`src/rtl/hack_alu_pipe.sv`:
```
// Two-stage pipelined Hack ALU with valid/ready handshakes, registered flags
// and an accumulator that can stand in for the x operand.
module hack_alu_pipe #(
   parameter int               WIDTH    = 16,
   parameter logic [WIDTH-1:0] ACC_INIT = '0
) (
   input  logic             clk,
   input  logic             rst,
   input  logic             in_valid,
   output logic             in_ready,
   input  logic [WIDTH-1:0] in_x,
   input  logic [WIDTH-1:0] in_y,
   input  logic [5:0]       in_ctl,
   input  logic             in_acc_sel,
   input  logic             acc_clr,
   output logic             out_valid,
   input  logic             out_ready,
   output logic [WIDTH-1:0] out_o,
   output logic             out_zr,
   output logic             out_ng,
   output logic             out_cy,
   output logic             out_ov,
   output logic [WIDTH-1:0] acc_q
);

   // Handshake: a transfer happens on a rising edge where valid && ready are
   // both high; valid and its payload stay put until that edge.

   logic             s1_valid;
   logic [WIDTH-1:0] s1_xb;
   logic [WIDTH-1:0] s1_yb;
   logic             s1_f;
   logic             s1_no;
   logic             s2_valid;

   logic             s2_load;
   logic             s1_load_ok;
   logic             in_hs;
   logic             out_hs;

   logic [WIDTH-1:0] x_src;
   logic [WIDTH-1:0] xa;
   logic [WIDTH-1:0] ya;
   logic [WIDTH-1:0] xb_n;
   logic [WIDTH-1:0] yb_n;

   logic [WIDTH:0]   sum_ext;
   logic [WIDTH-1:0] r;
   logic [WIDTH-1:0] o_n;
   logic             cy_n;
   logic             ov_n;

   assign s2_load    = s1_valid && (!s2_valid || out_ready);
   assign s1_load_ok = !s1_valid || s2_load;
   // An ACC-sourced op must wait until every older result has reached ACC.
   assign in_ready   = !rst && s1_load_ok && !(in_acc_sel && (s1_valid || s2_valid));
   assign in_hs      = in_valid && in_ready;
   assign out_valid  = s2_valid;
   assign out_hs     = s2_valid && out_ready;

   always_comb begin
      x_src = in_acc_sel ? acc_q : in_x;
      xa    = in_ctl[5] ? '0 : x_src;
      xb_n  = in_ctl[4] ? ~xa : xa;
      ya    = in_ctl[3] ? '0 : in_y;
      yb_n  = in_ctl[2] ? ~ya : ya;
   end

   always_comb begin
      sum_ext = {1'b0, s1_xb} + {1'b0, s1_yb};
      r       = s1_f ? sum_ext[WIDTH-1:0] : (s1_xb & s1_yb);
      o_n     = s1_no ? ~r : r;
      cy_n    = s1_f && sum_ext[WIDTH];
      ov_n    = s1_f && (s1_xb[WIDTH-1] == s1_yb[WIDTH-1])
                     && (sum_ext[WIDTH-1] != s1_xb[WIDTH-1]);
   end

   always_ff @(posedge clk) begin
      if (rst) begin
         s1_valid <= 1'b0;
         s1_xb    <= '0;
         s1_yb    <= '0;
         s1_f     <= 1'b0;
         s1_no    <= 1'b0;
      end else if (in_hs) begin
         s1_valid <= 1'b1;
         s1_xb    <= xb_n;
         s1_yb    <= yb_n;
         s1_f     <= in_ctl[1];
         s1_no    <= in_ctl[0];
      end else if (s2_load) begin
         s1_valid <= 1'b0;
      end
   end

   // Result and flags only change on a load, so they hold during a stall.
   always_ff @(posedge clk) begin
      if (rst) begin
         s2_valid <= 1'b0;
         out_o    <= '0;
         out_zr   <= 1'b0;
         out_ng   <= 1'b0;
         out_cy   <= 1'b0;
         out_ov   <= 1'b0;
      end else if (s2_load) begin
         s2_valid <= 1'b1;
         out_o    <= o_n;
         out_zr   <= (o_n == '0);
         out_ng   <= o_n[WIDTH-1];
         out_cy   <= cy_n;
         out_ov   <= ov_n;
      end else if (out_hs) begin
         s2_valid <= 1'b0;
      end
   end

   always_ff @(posedge clk) begin
      if (rst) begin
         acc_q <= ACC_INIT;
      end else if (out_hs) begin
         acc_q <= out_o;
      end else if (acc_clr && !s1_valid && !s2_valid) begin
         acc_q <= ACC_INIT;
      end
   end

endmodule

```
`config.mk`:
```
export PLATFORM = sky130hd
export DESIGN_NAME = hack_alu_pipe
export DESIGN_NICKNAME = d
export VERILOG_FILES = /design/src/rtl/hack_alu_pipe.sv
export SDC_FILE = /design/constraint.sdc
export NUM_CORES = 1
export LEC_CHECK = 0
export BUFFER_PORTS_ARGS = -buffer_cell sky130_fd_sc_hd__buf_2
export CAP_MARGIN = 15
export CORE_UTILIZATION = 40
export CTS_BUF_LIST = sky130_fd_sc_hd__clkbuf_8
export DETAILED_ROUTE_END_ITERATION = 12
export SLEW_MARGIN = 5
export SYNTH_ARGS = -nofsm -noshare
export SYNTH_HDL_FRONTEND = slang
export SYNTH_SLANG_ARGS = --single-unit
```
`constraint.sdc`:
```
create_clock -name clk -period 5.79 [get_ports clk]
set_input_delay 1.158 -clock clk [delete_from_list [all_inputs] [get_ports clk]]
set_output_delay 1.158 -clock clk [all_outputs]
set_load 0.03 [all_outputs]
```
## Yosys cells after proc, flatten, opt, wreduce, memory -nomap -nowiden

Index checks and enable logic that the tools add are counted.

- Memory bits (read-only): 0
- Bits in latches: 0
- Memories kept: 0
- Logic and storage cells: 54
- Register bits after elaboration: 72
- Input port bits: 44
- RAM bits: 0

- Equal/unequal tests: 2
- Order comparisons: 0
- Bitwise logic cells: 4
- Reduce and logical (&&, ||, !) cells: 22
- Mux-type cells: 13
- Div/mod/pow operators: 0
- Multiply operators: 0
- Shifts and indexed selects: 0
- $add $sub $neg: 1

Operators by type and width:

| operator | count |
|---|---|
| 2-to-1 mux 16 bit | 9 |
| inverter 16 bit | 3 |
| adder 16 x 16 -> 17 bit | 1 |
| bitwise AND 16 bit | 1 |
| logical NOT 16 bit | 1 |
| logical AND 1 bit | 11 |
| nonzero test 2 bit | 3 |
| logical NOT 1 bit | 4 |
| 2-to-1 mux 1 bit | 4 |
| logical OR 1 bit | 3 |
| equality test 1 bit | 1 |
| inequality test 1 bit | 1 |

## Longest topological paths before layout

Gate-level depths: netlist of run 1.

- Word-level depth: 8
- Depth in mapped cells: 10

## Worst setup path before layout of run 1

OpenSTA, ideal clock, no wires.

- Kind: input to output
- Start: in in_acc_sel
- End: out in_ready
- Arrival: 2.434 ns
- Setup slack: 2.198 ns
- Cell stages on the path: 3
- Path through: clkbuf_1 > a21o_1 > a221oi_1

- Longest elaborated chain between the ends: 3

RTL lines:

| element | RTL line | text |
|---|---|---|
| start, declared | 14 | `input logic in_acc_sel,` |
| logical AND 1 bit | 56 | `assign in_ready = !rst && s1_load_ok && !(in_acc_sel && (s1_valid \|\| s2_valid));` |
| logical NOT 1 bit | 56 |  |
| logical AND 1 bit | 56 |  |
| end, declared | 10 | `output logic in_ready,` |

Every way passes these cells.

## Final worst setup path of run 1

Ends and elaborated chain as after synthesis.

==> impl_metrics.py, run 1 <==
metrics = {
    "die": {
        "die_h_microns": 107,
        "die_x_microns": 107,
        "start_util_pct": 41.8,
        "num_rows": 37,
        "dieArea_sq_um": 11400,
        "pin_count": 82,
        "core-area_sq_um": 10500,
    },
    "yosys": {
        "seq_area_frac_synth_pct": 32.5,
        "mappedNetlistArea_sq_um": 4380,
        "synthTopCellsByArea": "dfxtp_1 32%, xnor2_1 9.0%, mux2i_1 5.9%",
        "async_flop_share_pct": 0,
        "synth_area_leader_cell": "dfxtp_1",
        "syn-num-nets": 591,
        "ys_seq_elements": 71,
        "synth_area_per_cell_sq_um": 8.26,
        "yosys.cell_types.count": 57,
        "synth_top_area_share_pct": 32.5,
        "synth_ff_type": "dfxtp_1",
        "synthesis.instances": 530,
        "yosysWarningCount": 0,
        "synth_edf_count": 0,
    },
    "global_routing": {
        "grt_pass1_wl_mm": 18.0,
        "grt_pass1_vias": 3497,
        "grt_start_max_net_pins": 74,
        "gr-total-overflow": 0,
        "grtUsageTotal_pct": 20.4,
        "antenna_found_initial": 0,
    },
    "clock_tree": {
        "cts_setup_buffers": 0,
        "cts.root.buffer_cell": "clkbuf_8",
        "path_clk_slew_ns": 0.09,
        "cts_resized": 0,
        "clkSinkCount": 71,
        "cts_hold_buf": 0,
        "htreeDepth": 3,
        "cts_tree": "done",
        "clk_latency_ns": 0.36,
        "cts_made_buffers": 9,
        "cts_max_path_buffers": 2,
    },
    "finish": {
        "fillers": 1082,
        "nets": 643,
        "multi_input_area_sq_um": 2740,
        "diodes": 0,
        "drive_gt1_share_pct": 18.8,
        "syn2layout_area_growth_pct": 14.2,
        "regArea_sq_um": 1420,
    },
    "run_status": {
        "status": "complete, no violations",
    },
    "placement": {
        "hpwl_mm": 8.58,
        "place_congestion": 0.838,
        "io_buffers": 81,
    },
    "sta": {
        "fmax_ghz": 0.294,
        "period_share_pct": 58.7,
        "fin_crit_ns": 3.40,
        "hold_violations": 0,
        "timing.slew.headroom_pct": 28.5,
        "holdWs_ns": 0.475,
        "tns_ns": 0,
        "slew_violations": 0,
        "clock_skew_ns": 0.0167,
        "rsz0062_at_grt": "false",
        "finalSetupViolCount": 0,
        "worst_pin_slew_ns": 1.07,
    },
    "worst_setup_path": {
        "path_class": "in2out",
        "cp.arrival_ns": 2.24,
        "endpoint_kind": "primary output",
        "cp-start-kind": "primary input",
        "path_max_fanout": 18,
        "crit_required_ns": 4.63,
    },
    "routing": {
        "vias": 3888,
        "drc_errors": 0,
        "viasPerCell": 5.39,
        "wl_per_cell_microns": 15.9,
        "routed_wirelength_mm": 11.5,
        "ant_nets": 0,
        "firstDrtPassIters": 4,
        "drtIter0Drc": 229,
    },
    "worst_hold_path": {
        "hp-class": "reg2reg",
    },
    "job": {
        "max_cap_violations": 0,
    },
    "pwr": {
        "ir_drop_mv": 0.133,
        "power_density_nw_per_um2": 247,
        "p_leak_uw": 0.00211,
    },
}
==> logic make-up after synthesis <==
group	after synthesis	share of synthesized area [%]
xor+xnor	53	10.6
simple gates	185	21.5
mux	27	6.20
buf+inv	51	4.97
flops	71	32.5
compound gates	126	19.2
fa+ha+maj	17	5.03
==> power breakdown <==
| group | internal, uW | leakage [uW] | switching, uW |
|---|---|---|---|
| combinational | 103 | 0.00143 | 145 |
| clock | 240 | 0.000105 | 202 |
| sequential | 515 | 0.000579 | 29.0 |
| total | 858 | 0.00211 | 376 |
==> critical path: stages <==
cell and delay [ns]:
buf_2 0.26, a21o_1 0.21, a221oi_1 0.34, buf_2 0.27
==> metrics by stage <==
| stage | util (%) | instance area (sq um) | std cells | total power (uW) | worst slack, ns |
|---|---|---|---|---|---|
| after global routing | 47.8 | 5000 | 722 | 1290 | 2.31 |
| after CTS | 47.7 | 4990 | 721 | 1240 | 2.37 |
| final | 47.8 | 5000 | 722 | 1230 | 2.39 |
| after floorplan | - | 4380 | 530 | 739 | 2.20 |
| after global placement | 45.7 | 4780 | 706 | 797 | 2.40 |
| after detailed placement | 45.7 | 4780 | 706 | 801 | 2.39 |
==> registers in the layout, indices dropped and copies added, names as in the netlist <==
signal     flops
acc_q         16
out_o         16
s1_xb         16
s1_yb         16
out_cy         1
out_ov         1
out_valid      1
out_zr         1
s1_f           1
s1_no          1
s1_valid       1
==> cell usage in the layout, fill, tap and decap left out, drive strengths merged, types with 2 or more instances in the layout <==
cell and count:
buf 84, dfxtp 71, nor2 52, nand2 50, xnor2 45, o21ai 39, nand3b 34, a21oi 31
mux2i 26, nor2b 18, a22oi 17, ha 16, clkbuf 9, xor2 8, inv 8, nor3 7
nand3 7, a21o 5, a221oi 5, and3 4, o31ai 4, o2111a 3, a211oi 3, o311ai 3
clkinv 3, a2111o 2, o2111ai 2, nand4 2, o211ai 2, nand2b 2, or4 2, nor4b 2
bufinv 2, o21a 2, or3 2
==> final cells by class <==
type	count	area share (%)
inverter	8	0.600
sequential	71	28.4
clock inverter	6	1.73
tap	136	3.40
timing repair buffer	84	8.56
multi-input combinational	408	54.8
clock buffer	9	2.48
==> cell usage after synthesis (all sizes together), types with 3 or more instances <==
library cell / number
nor2: 52
a22oi: 17
a221oi: 5
nor3: 7
xor2: 8
nor2b: 18
mux2i: 26
a211oi: 3
dfxtp: 71
nand3b: 34
o311ai: 3
inv: 8
nand2: 50
a21o: 5
and3: 4
nand3: 7
o2111a: 3
a21oi: 31
clkbuf: 29
o31ai: 4
buf: 14
xnor2: 45
ha: 16
o21ai: 39
==> layer usage <==
metal	GRT usage [%]	wire (microns)
met5	0	0
met4	6.65	174
met3	2.86	522
met2	32.0	5290
met1	28.7	5480
==> worst paths after layout <==
path	from	endpoint	slack, ns	depth (start not counted)
max reg2reg	s1_xb[0]$_SDFFE_PP0P_	out_zr$_SDFFE_PP0P_	2.82	9
min reg2reg	out_o[3]$_SDFFE_PP0P_	out_o[3]$_SDFFE_PP0P_	0.48	2
max	in_acc_sel	in_ready	2.39	4
min	out_o[3]$_SDFFE_PP0P_	out_o[3]$_SDFFE_PP0P_	0.48	2
Note: power is estimated with default switching activity, not from simulation.
==> run 2, diff against run 1 <==
==> constraint.sdc (replaced) <==
create_clock -name clk -period 3 [get_ports clk]
set_input_delay 0.6 -clock clk [delete_from_list [all_inputs] [get_ports clk]]
set_output_delay 0.6 -clock clk [all_outputs]
set_load 0.03 [all_outputs]
==> run 2 against run 1 <==
Effect of this change: design area up 1.7%; non-clock buffer count up 7; sequential share of layout area down 0.48 points; sequential power up 91%; utilization up 0.83 points; clock skew down 0.0063 ns; hold slack worse by 0.019 ns; worst setup slack worse by 2.2 ns; via count up 1.7%; critical path depth up 5; count of clock-buffer cells in the layout up 1; final cell count up 1.1%; critical endpoint is now out_zr$_SDFFE_PP0P_; largest power group unchanged; highest routed layer unchanged.
==> impl_metrics.py, run 2 (same netlist as run 1, synthesis figures left out) <==
metrics = {
    "run_status": {
        "status": "complete, no violations",
    },
    "sta": {
        "finalSetupViolCount": 0,
        "tns_ns": 0,
        "fin_crit_ns": 2.81,
        "fin_ws_ns": 0.192,
        "worst_pin_slew_ns": 0.661,
        "slew_violations": 0,
        "fmax_ghz": 0.356,
        "period_share_pct": 93.6,
        "hold_violations": 0,
        "timing.slew.headroom_pct": 55.9,
        "clock_skew_ns": 0.0103,
        "rsz0062_at_grt": "false",
    },
    "placement": {
        "hpwl_mm": 9.02,
        "dp_slack_ns": 0.188,
        "dp_cells": 712,
        "io_buffers": 81,
        "place_congestion": 0.849,
    },
    "routing": {
        "vias": 3953,
        "ant_nets": 0,
        "routed_wirelength_mm": 11.9,
        "wl_per_cell_microns": 16.3,
        "drc_errors": 0,
        "drtIter0Drc": 228,
        "viasPerCell": 5.42,
        "firstDrtPassIters": 5,
    },
    "die": {
        "dieArea_sq_um": 11400,
        "core-area_sq_um": 10500,
        "num_rows": 37,
        "die_x_microns": 107,
        "pin_count": 82,
        "die_h_microns": 107,
        "start_util_pct": 41.8,
    },
    "pwr": {
        "p_total_uw": 2320,
        "p_leak_uw": 0.00215,
        "p_int_uw": 1610,
        "power_frac_clock_pct": 33.3,
        "power_density_nw_per_um2": 457,
        "ir_drop_mv": 0.392,
        "sw_frac_of_total_pct": 30.9,
        "combPwrFrac_pct": 21.8,
        "p_sw_uw": 718,
        "p_seq_share_pct": 44.9,
    },
    "worst_setup_path": {
        "rr_startpoint": "s1_xb[2]$_SDFFE_PP0P_",
        "endpoint_kind": "flop",
        "path_max_fanout": 8,
        "cp.arrival_ns": 3.08,
        "startpoint": "s1_xb[2]$_SDFFE_PP0P_",
        "path_class": "reg2reg",
        "cp-start-kind": "flop",
        "crit_required_ns": 3.27,
    },
    "clock_tree": {
        "path_clk_slew_ns": 0.08,
        "clk_latency_ns": 0.36,
        "clkSinkCount": 71,
        "cts_hold_buf": 0,
        "cts_made_buffers": 9,
        "cts.root.buffer_cell": "clkbuf_8",
        "htreeDepth": 3,
        "cts_max_path_buffers": 2,
        "cts_tree": "done",
    },
    "job": {
        "max_cap_violations": 0,
    },
    "finish": {
        "regArea_sq_um": 1420,
        "fillers": 1051,
        "syn2layout_area_growth_pct": 16.2,
        "stdcell_count": 730,
        "diodes": 0,
        "fin_util_pct": 48.6,
        "drive_gt1_share_pct": 20.5,
        "mostFrequentLayoutCell": "buf_2",
        "nets": 650,
        "final_cell_mix": "81 x buf_2, 71 x dfxtp_1, 52 x nor2_1, 49 x nand2_1, 45 x xnor2_1",
        "multi_input_area_sq_um": 2790,
    },
    "global_routing": {
        "antenna_found_initial": 0,
        "grt_pass1_wl_mm": 19.3,
        "gr-total-overflow": 0,
        "grt_start_max_net_pins": 73,
        "grtUsageTotal_pct": 21.9,
        "grt_pass1_vias": 3748,
    },
    "worst_hold_path": {
        "hp-class": "reg2reg",
        "min_from": "out_cy$_SDFFE_PP0P_",
    },
}
==> run 2: cell count changes in the layout (fill, tap and decap cells not counted), sizes merged <==
cell	delta
inv	+1
bufinv	-1
clkinvlp	-1
clkinv	+1
buf	+7
clkbuf	+1
==> run 2: metrics by stage <==
stage | area (sq um) | hold WS, ns
floorplan | 4380 | 0.456
global placement | 4830 | 0.449
detailed placement | 4830 | 0.445
CTS | 5030 | 0.456
global route | 5090 | 0.495
finish | 5090 | 0.456
==> run 2: what timing repair did <==
| item | 4_1_cts | 5_1_grt |
|---|---|---|
| resized for setup | 0 | 7 |
| buffers inserted | 0 | 1 |
| endpoints found under the setup margin | 0 | 1 |
==> run 2: power by group through the flow <==
stage	Combinational, uW	Clock (uW)	Sequential (uW)
after floorplan	365	0	1060
after global placement	496	0	1060
after detailed placement	494	0	1060
after CTS	498	792	1040
after global routing	565	834	1050
final	507	775	1040
==> run 2: routing by layer <==
metal | GRT usage (%) | wire [microns] | part of all wire, % | vias up
met5 | 0 | 0 | 0 | -
met1 | 30.5 | 5790 | 49 | 1874
met4 | 7.24 | 219 | 1.8 | 0
li1 | - | - | - | 1983
met2 | 33.9 | 5410 | 45 | 82
met3 | 4.19 | 485 | 4.1 | 14
==> run 2: layout make-up <==
class / instances / share of cell area (%)
multi-input cells: 408 / 54.8
flip-flops and latches: 71 / 27.9
repair buffers: 91 / 9.44
well taps: 136 / 3.34
clock buffers: 10 / 2.71
clock inverters: 6 / 1.21
inverters: 8 / 0.590
==> run 2: final timing paths <==
path / endpoint / slack [ns] / cells after the start
worst max-delay path: out_zr$_SDFFE_PP0P_ / 0.19 / 9
worst min-delay path: out_cy$_SDFFE_PP0P_ / 0.46 / 2
worst max register to register: out_zr$_SDFFE_PP0P_ / 0.19 / 9
worst min register to register: out_cy$_SDFFE_PP0P_ / 0.46 / 2
==> run 2: critical path: stages (launching register included) <==
cell,delay (ns)
dfxtp_1,0.32
ha_1,0.35
a21oi_1,0.31
a2111o_1,0.21
nand3_2,0.20
or4_1,0.52
nand3_1,0.12
xor2_1,0.09
or3_1,0.38
o31ai_2,0.22
